### src/rtl/power_pkg.sv
`default_nettype none
// ============================================================================
// Module      : power_pkg
// Description : Shared constants for the power pipeline and its result FIFO.
// Revision    : 1.0 - initial release
// ============================================================================
package power_pkg;

    // Width of a power pipeline result word.
    localparam int POWER_DATA_WIDTH = 64;

    // Cycles from operand issue to result strobe in the power pipeline.
    localparam int POWER_LATENCY = 3;

endpackage : power_pkg
`default_nettype wire

### src/rtl/power_fifo_mem.sv
`default_nettype none
// ============================================================================
// Module      : power_fifo_mem
// Description : Simple dual-port register file, synchronous write,
//               asynchronous read, contents not reset.
// Revision    : 1.0 - initial release
// ============================================================================
module power_fifo_mem
    import power_pkg::*;
#(
    parameter int DATA_WIDTH = POWER_DATA_WIDTH,
    parameter int ENTRIES    = 7,
    parameter int ADDR_W     = 3
) (
    input  logic                  clk,
    input  logic                  i_we,
    input  logic [ADDR_W-1:0]     i_waddr,
    input  logic [DATA_WIDTH-1:0] i_wdata,
    input  logic [ADDR_W-1:0]     i_raddr,
    output logic [DATA_WIDTH-1:0] o_rdata
);

    logic [DATA_WIDTH-1:0] r_mem [ENTRIES];

    // Write port: one entry per cycle on the rising edge.
    always_ff @(posedge clk) begin
        if (i_we) begin
            r_mem[i_waddr] <= i_wdata;
        end
    end

    // Read port is combinational so the head is ready for the output stage.
    assign o_rdata = r_mem[i_raddr];

endmodule : power_fifo_mem
`default_nettype wire

### src/rtl/power_result_fifo.sv
`default_nettype none
// ============================================================================
// Module      : power_result_fifo
// Description : Result buffer behind the power pipeline. Valid-only input,
//               valid/ready output through a registered head stage, early
//               almost-full for the issuer, sticky overflow on dropped results.
//               Optional macro POWER_RESULT_FIFO_DROP_CNT_EN adds a saturating
//               16-bit dropped-result counter on o_drop_cnt.
// Revision    : 1.0 - initial release
// ============================================================================
module power_result_fifo
    import power_pkg::*;
#(
    parameter int DATA_WIDTH   = POWER_DATA_WIDTH,
    parameter int DEPTH        = 8,
    parameter int AFULL_MARGIN = POWER_LATENCY
) (
    input  logic                    clk,
    input  logic                    reset_n,
    input  logic                    i_valid,
    input  logic [DATA_WIDTH-1:0]   i_data,
    output logic                    o_almost_full,
    output logic                    o_valid,
    output logic [DATA_WIDTH-1:0]   o_data,
    input  logic                    i_ready,
    output logic [$clog2(DEPTH):0]  o_count,
    output logic                    o_overflow
`ifdef POWER_RESULT_FIFO_DROP_CNT_EN
    ,
    output logic [15:0]             o_drop_cnt
`endif
);

    localparam int CNT_W     = $clog2(DEPTH) + 1;
    localparam int RAM_DEPTH = DEPTH - 1;
    localparam int PTR_W     = $clog2(RAM_DEPTH);

    localparam logic [CNT_W-1:0] c_full_count   = CNT_W'(DEPTH);
    localparam logic [CNT_W-1:0] c_afull_thresh = CNT_W'(DEPTH - AFULL_MARGIN);
    localparam logic [PTR_W-1:0] c_ptr_last     = PTR_W'(RAM_DEPTH - 1);

    // RAM depth is DEPTH-1, not a power of two, so pointers wrap explicitly.
    function automatic logic [PTR_W-1:0] ptr_next(input logic [PTR_W-1:0] ptr);
        return (ptr == c_ptr_last) ? '0 : ptr + 1'b1;
    endfunction

    logic [PTR_W-1:0]      r_wr_ptr;
    logic [PTR_W-1:0]      r_rd_ptr;
    logic [CNT_W-1:0]      r_count;
    logic [CNT_W-1:0]      r_ram_cnt;
    logic                  r_out_valid;
    logic [DATA_WIDTH-1:0] r_out_data;
    logic                  r_afull;
    logic                  r_overflow;

    logic                  w_pop;
    logic                  w_full;
    logic                  w_push;
    logic                  w_drop;
    logic                  w_ram_empty;
    logic                  w_push_to_out;
    logic                  w_push_to_ram;
    logic                  w_ram_to_out;
    logic [DATA_WIDTH-1:0] w_ram_rdata;
    logic [CNT_W-1:0]      w_count_next;
    logic [CNT_W-1:0]      w_ram_cnt_next;

    // Handshake decode and routing of the incoming word.
    always_comb begin
        w_pop         = r_out_valid && i_ready;
        w_full        = (r_count == c_full_count);
        w_push        = i_valid && (!w_full || w_pop);
        w_drop        = i_valid && w_full && !w_pop;
        w_ram_empty   = (r_ram_cnt == '0);
        // The head register takes the new word directly whenever the RAM
        // holds nothing older; otherwise the word queues behind the RAM.
        w_push_to_out = w_push && (!r_out_valid || (w_pop && w_ram_empty));
        w_push_to_ram = w_push && !w_push_to_out;
        w_ram_to_out  = w_pop && !w_ram_empty;
    end

    // Next occupancy values: total and RAM-only.
    always_comb begin
        w_count_next   = r_count;
        w_ram_cnt_next = r_ram_cnt;
        case ({w_push, w_pop})
            2'b10:   w_count_next = r_count + 1'b1;
            2'b01:   w_count_next = r_count - 1'b1;
            default: w_count_next = r_count;
        endcase
        case ({w_push_to_ram, w_ram_to_out})
            2'b10:   w_ram_cnt_next = r_ram_cnt + 1'b1;
            2'b01:   w_ram_cnt_next = r_ram_cnt - 1'b1;
            default: w_ram_cnt_next = r_ram_cnt;
        endcase
    end

    power_fifo_mem #(
        .DATA_WIDTH (DATA_WIDTH),
        .ENTRIES    (RAM_DEPTH),
        .ADDR_W     (PTR_W)
    ) u_mem (
        .clk     (clk),
        .i_we    (w_push_to_ram),
        .i_waddr (r_wr_ptr),
        .i_wdata (i_data),
        .i_raddr (r_rd_ptr),
        .o_rdata (w_ram_rdata)
    );

    // Pointers, occupancy counters and status flags.
    always_ff @(posedge clk or negedge reset_n) begin
        if (!reset_n) begin
            r_wr_ptr   <= '0;
            r_rd_ptr   <= '0;
            r_count    <= '0;
            r_ram_cnt  <= '0;
            r_afull    <= 1'b0;
            r_overflow <= 1'b0;
        end else begin
            if (w_push_to_ram) begin
                r_wr_ptr <= ptr_next(r_wr_ptr);
            end
            if (w_ram_to_out) begin
                r_rd_ptr <= ptr_next(r_rd_ptr);
            end
            r_count   <= w_count_next;
            r_ram_cnt <= w_ram_cnt_next;
            // Looks at the registered count so the flag trails it by a cycle.
            r_afull   <= (r_count >= c_afull_thresh);
            if (w_drop) begin
                r_overflow <= 1'b1;
            end
        end
    end

    // Output stage: RAM head has priority, since it is older than i_data.
    always_ff @(posedge clk or negedge reset_n) begin
        if (!reset_n) begin
            r_out_valid <= 1'b0;
            r_out_data  <= '0;
        end else begin
            if (w_ram_to_out) begin
                r_out_valid <= 1'b1;
                r_out_data  <= w_ram_rdata;
            end else if (w_push_to_out) begin
                r_out_valid <= 1'b1;
                r_out_data  <= i_data;
            end else if (w_pop) begin
                r_out_valid <= 1'b0;
            end
        end
    end

`ifdef POWER_RESULT_FIFO_DROP_CNT_EN
    logic [15:0] r_drop_cnt;

    // Saturating count of dropped results.
    always_ff @(posedge clk or negedge reset_n) begin
        if (!reset_n) begin
            r_drop_cnt <= '0;
        end else if (w_drop && (r_drop_cnt != 16'hFFFF)) begin
            r_drop_cnt <= r_drop_cnt + 16'd1;
        end
    end

    assign o_drop_cnt = r_drop_cnt;
`endif

    assign o_valid       = r_out_valid;
    assign o_data        = r_out_data;
    assign o_count       = r_count;
    assign o_almost_full = r_afull;
    assign o_overflow    = r_overflow;

endmodule : power_result_fifo
`default_nettype wire

### config.mk
export PLATFORM = sky130hd
export DESIGN_NAME = power_result_fifo
export DESIGN_NICKNAME = d
export VERILOG_FILES = /design/src/rtl/power_pkg.sv /design/src/rtl/power_fifo_mem.sv /design/src/rtl/power_result_fifo.sv
export SDC_FILE = /design/constraint.sdc
export NUM_CORES = 1
export LEC_CHECK = 0
export BUFFER_PORTS_ARGS = -buffer_cell sky130_fd_sc_hd__buf_2
export CAP_MARGIN = 10
export CORE_MARGIN = 2
export CORE_UTILIZATION = 45
export CTS_CLUSTER_SIZE = 25
export DETAILED_ROUTE_END_ITERATION = 8
export PLACE_DENSITY = 0.61
export SLEW_MARGIN = 20
export SYNTH_ARGS = -nofsm -noshare
export SYNTH_HDL_FRONTEND = slang
export SYNTH_HIERARCHICAL = 1
export SYNTH_SLANG_ARGS = --single-unit
### constraint.sdc
create_clock -name clk -period 7.9 [get_ports clk]
set_input_delay 0.79 -clock clk [delete_from_list [all_inputs] [get_ports clk]]
set_output_delay 0.79 -clock clk [all_outputs]
set_load 0.05 [all_outputs]
==> results.md <==
* Relative slew slack at 0.244
* Peak supply drop at 0.000272 V
* Mux cell area share after synthesis at 0.182
* Main combinational cell family by area after synthesis: multiplexers
* Critical Path Fanout Max at 49
* Largest area contributor in the netlist: edfxtp_1
* IO Pins at 139
* Final WL at 44900 microns
* Leak pwr at 9.60 nW
* XOR/XNOR share of the synthesized area at 0.00266
* Setup Buffers After CTS at 0
* Worst slack, placed at 3.98 ns
* Port Buf Inserts at 138
* Routed vias/inst at 5.31
* Total power at 10.6 mW
* GR Util met3 at 0.0393
* Cell count after synthesis at 1205
* Initial Util at 0.458
* Vias in the first global route at 11600
* Total Nets Final at 1423
* Endpoints failing setup at 0
* Post-synthesis async set-or-reset flop share at 0.153
* Pin slew with the least headroom to its limit at 1.13 ns
* Syn Std Cell Area at 23000 sq um
* Clk Latency, worst-skew pair at 0.59 ns
* Wirelength per Cell at 21.7 microns
* Max Clock Skew at 0.0148 ns
* Crit-path cells: buf_4 > or2_4 > buf_4 > o221ai_1 > mux2_4 > mux2_4
* Detail Placement HPWL at 24200 microns
* Seq/Total Area, Yosys at 0.673
* Post-Synth Adder-Cell Area at 0.00413
* Clk slew on worst S/H paths at 0.06 ns
* Final Cycle Share at 0.489
* Leading cell type in the layout, fill and taps excluded: edfxtp_1
* Synth Register Bits at 529
* Syn_area_per_cell at 19.1 sq um
* Gpl congestion at 0.690
* Residual DRC at 0
* Filler instances at 4066
* Minimum clock period at 3.86 ns
* Worst Setup End Kind: register
* Num rows at 82
* Synth-to-Final Area Change at 13.0%
* GRT overflow at 0
* Syn nets at 1280
* Share of Yosys cell area claimed by the top area cell type at 0.585
* Synth Area in Compound Gates at 0.0827
* Core ar. at 50300 sq um
* Status: finished, final reports clean
* Longest Clk Path Bufs at 3
* Root buffer cell: clkbuf_16
* Final ANT Viol Nets at 0
* Die width at 230 microns
* Placed cell count at 1960
* Via count at 11000
* Post-synthesis simple-gate area fraction at 0.0268
* CTS tree: yes
* Largest stage delay on the critical path at 0.86 ns
* Fin area at 26000 sq um
* Critical path class: reg -> reg
* Cts repair resizes at 0
* Sum Neg Setup Slack at 0 ns
* Data required, critical path at 8.37 ns
* WP data arrival at 4.34 ns
* Element type at the critical path start: register
* RSZ-0062 raised after global routing: false
* CTS buffer count at 56
* Largest net degree at the start of global routing at 171
* Min-delay worst type: in -> async
* Pwr/cell area at 407 nW/um^2
* Top delay family on crit path: buffers and inverters
* Total track usage at 0.169
* Synthesis warning total at 6
* Layout cells sized above 1 at 0.411
* Fmax at 259 MHz
* Post-synth EDFFs at 448
* Gr busiest metal: met2
* Hold_buf cts at 0
* Crit path buffers/inverters at 2
* Die area at 53000 sq um
* Final WS setup at 4.04 ns
* Fin cells at 2067
* Met1 Use GR at 0.231
* Critical-path top delay cell: buf_4
* Htree depth at 2
* Drt pass-1 iters at 5
* Dominant synthesized flop cell: edfxtp_1
* First-pass GRT wire length at 68900 microns
* Pins Over Slew Limit at 0
* CTS Sinks at 529
* Iter 0 DRT Violations at 677
* Die H at 230 microns
* Placed Instance Area at 24100 sq um
* Global-route met2 utilization at 0.277
* Final Hold Viols at 0
* Initial antenna violation count at 6
* Area contributors post-synth: edfxtp_1, mux2_4, dfrtp_1, mux2i_1, o221ai_2
* Cell variety after synth at 46
* Max cap viols at 0
* Most frequent cells in the layout: edfxtp_1, mux2_4, buf_2
==> cell type report <==
cell class | instances | area, sq um | share of cell area
sequential | 529 | 15500 | 0.596
multi-input combinational | 593 | 6920 | 0.266
clock buffer | 77 | 1560 | 0.0601
timing repair buffer | 158 | 896 | 0.0345
tap | 672 | 841 | 0.0324
clock inverter | 26 | 235 | 0.00905
inverter | 10 | 37.5 | 0.00144
antenna | 2 | 5.00 | 0.000193
==> stage by stage <==
| step | hold slack (ns) | utilization |
|---|---|---|
| 2_1_floorplan | 0.479 | - |
| 3_3_place_gp | 0.438 | 0.480 |
| 3_5_place_dp | 0.447 | 0.480 |
| 4_1_cts | 0.174 | 0.516 |
| 5_1_grt | 0.186 | 0.517 |
| 6_report | 0.181 | 0.517 |
==> per-layer routing <==
metal,part of all wire,up-vias,wire length [microns]
met4,0.017,8,749
met2,0.48,179,21500
met3,0.046,66,2090
met5,0.0013,-,57
met1,0.46,5638,20500
li1,-,5076,-
==> kinds of logic (layout without fill, tap and decap cells) <==
kind of cell	count (synthesis)	count (layout)
buf+inv	83	271
simple gates	103	103
fa+ha+maj	7	7
other cells	0	2
compound gates	152	152
flops	529	529
mux	324	324
xor+xnor	7	7
==> cell usage after synthesis (all sizes together), types with 2 or more instances <==
cell type	instances
dfrtp	81
or2	2
nand2b	70
nor3	4
nor2b	3
mux2	195
nor4	2
buf	61
nand2	8
or3	2
mux2i	129
a21oi	5
o221ai	64
inv	10
o21ai	7
edfxtp	448
clkbuf	12
o211ai	64
xor2	5
ha	6
a31oi	3
and2	2
xnor2	2
nor2	6
==> registers in the layout (all words and copies together) (netlist names) <==
name           count
o_valid            1
o_count            4
o_overflow         1
r_rd_ptr           3
u_mem/r_mem      448
o_data            64
o_almost_full      1
r_ram_cnt          4
r_wr_ptr           3
==> report_power, final <==
part           leakage [nW]  switching [mW]  internal (mW)  total [mW]
Combinational          3.72            2.34           1.71        4.06
Sequential             5.01           0.365           3.61        3.97
Clock                 0.874            1.05           1.51        2.56
==> path summary, 6_finish.rpt <==
| check | startpoint | to | slack (ns) | depth (start not counted) |
|---|---|---|---|---|
| max | r_rd_ptr[0] | o_data[1] | 4.04 | 6 |
| min | reset_n | o_data[53] | 0.18 | 1 |
| max reg2reg | r_rd_ptr[0] | o_data[1] | 4.04 | 6 |
| min reg2reg | o_overflow | o_overflow | 0.46 | 1 |
| max in group asynchronous | reset_n | r_rd_ptr[1] | 6.50 | 2 |
| min in group clk | i_valid | o_overflow | 0.45 | 2 |
Power figures use the tool's default switching activity.
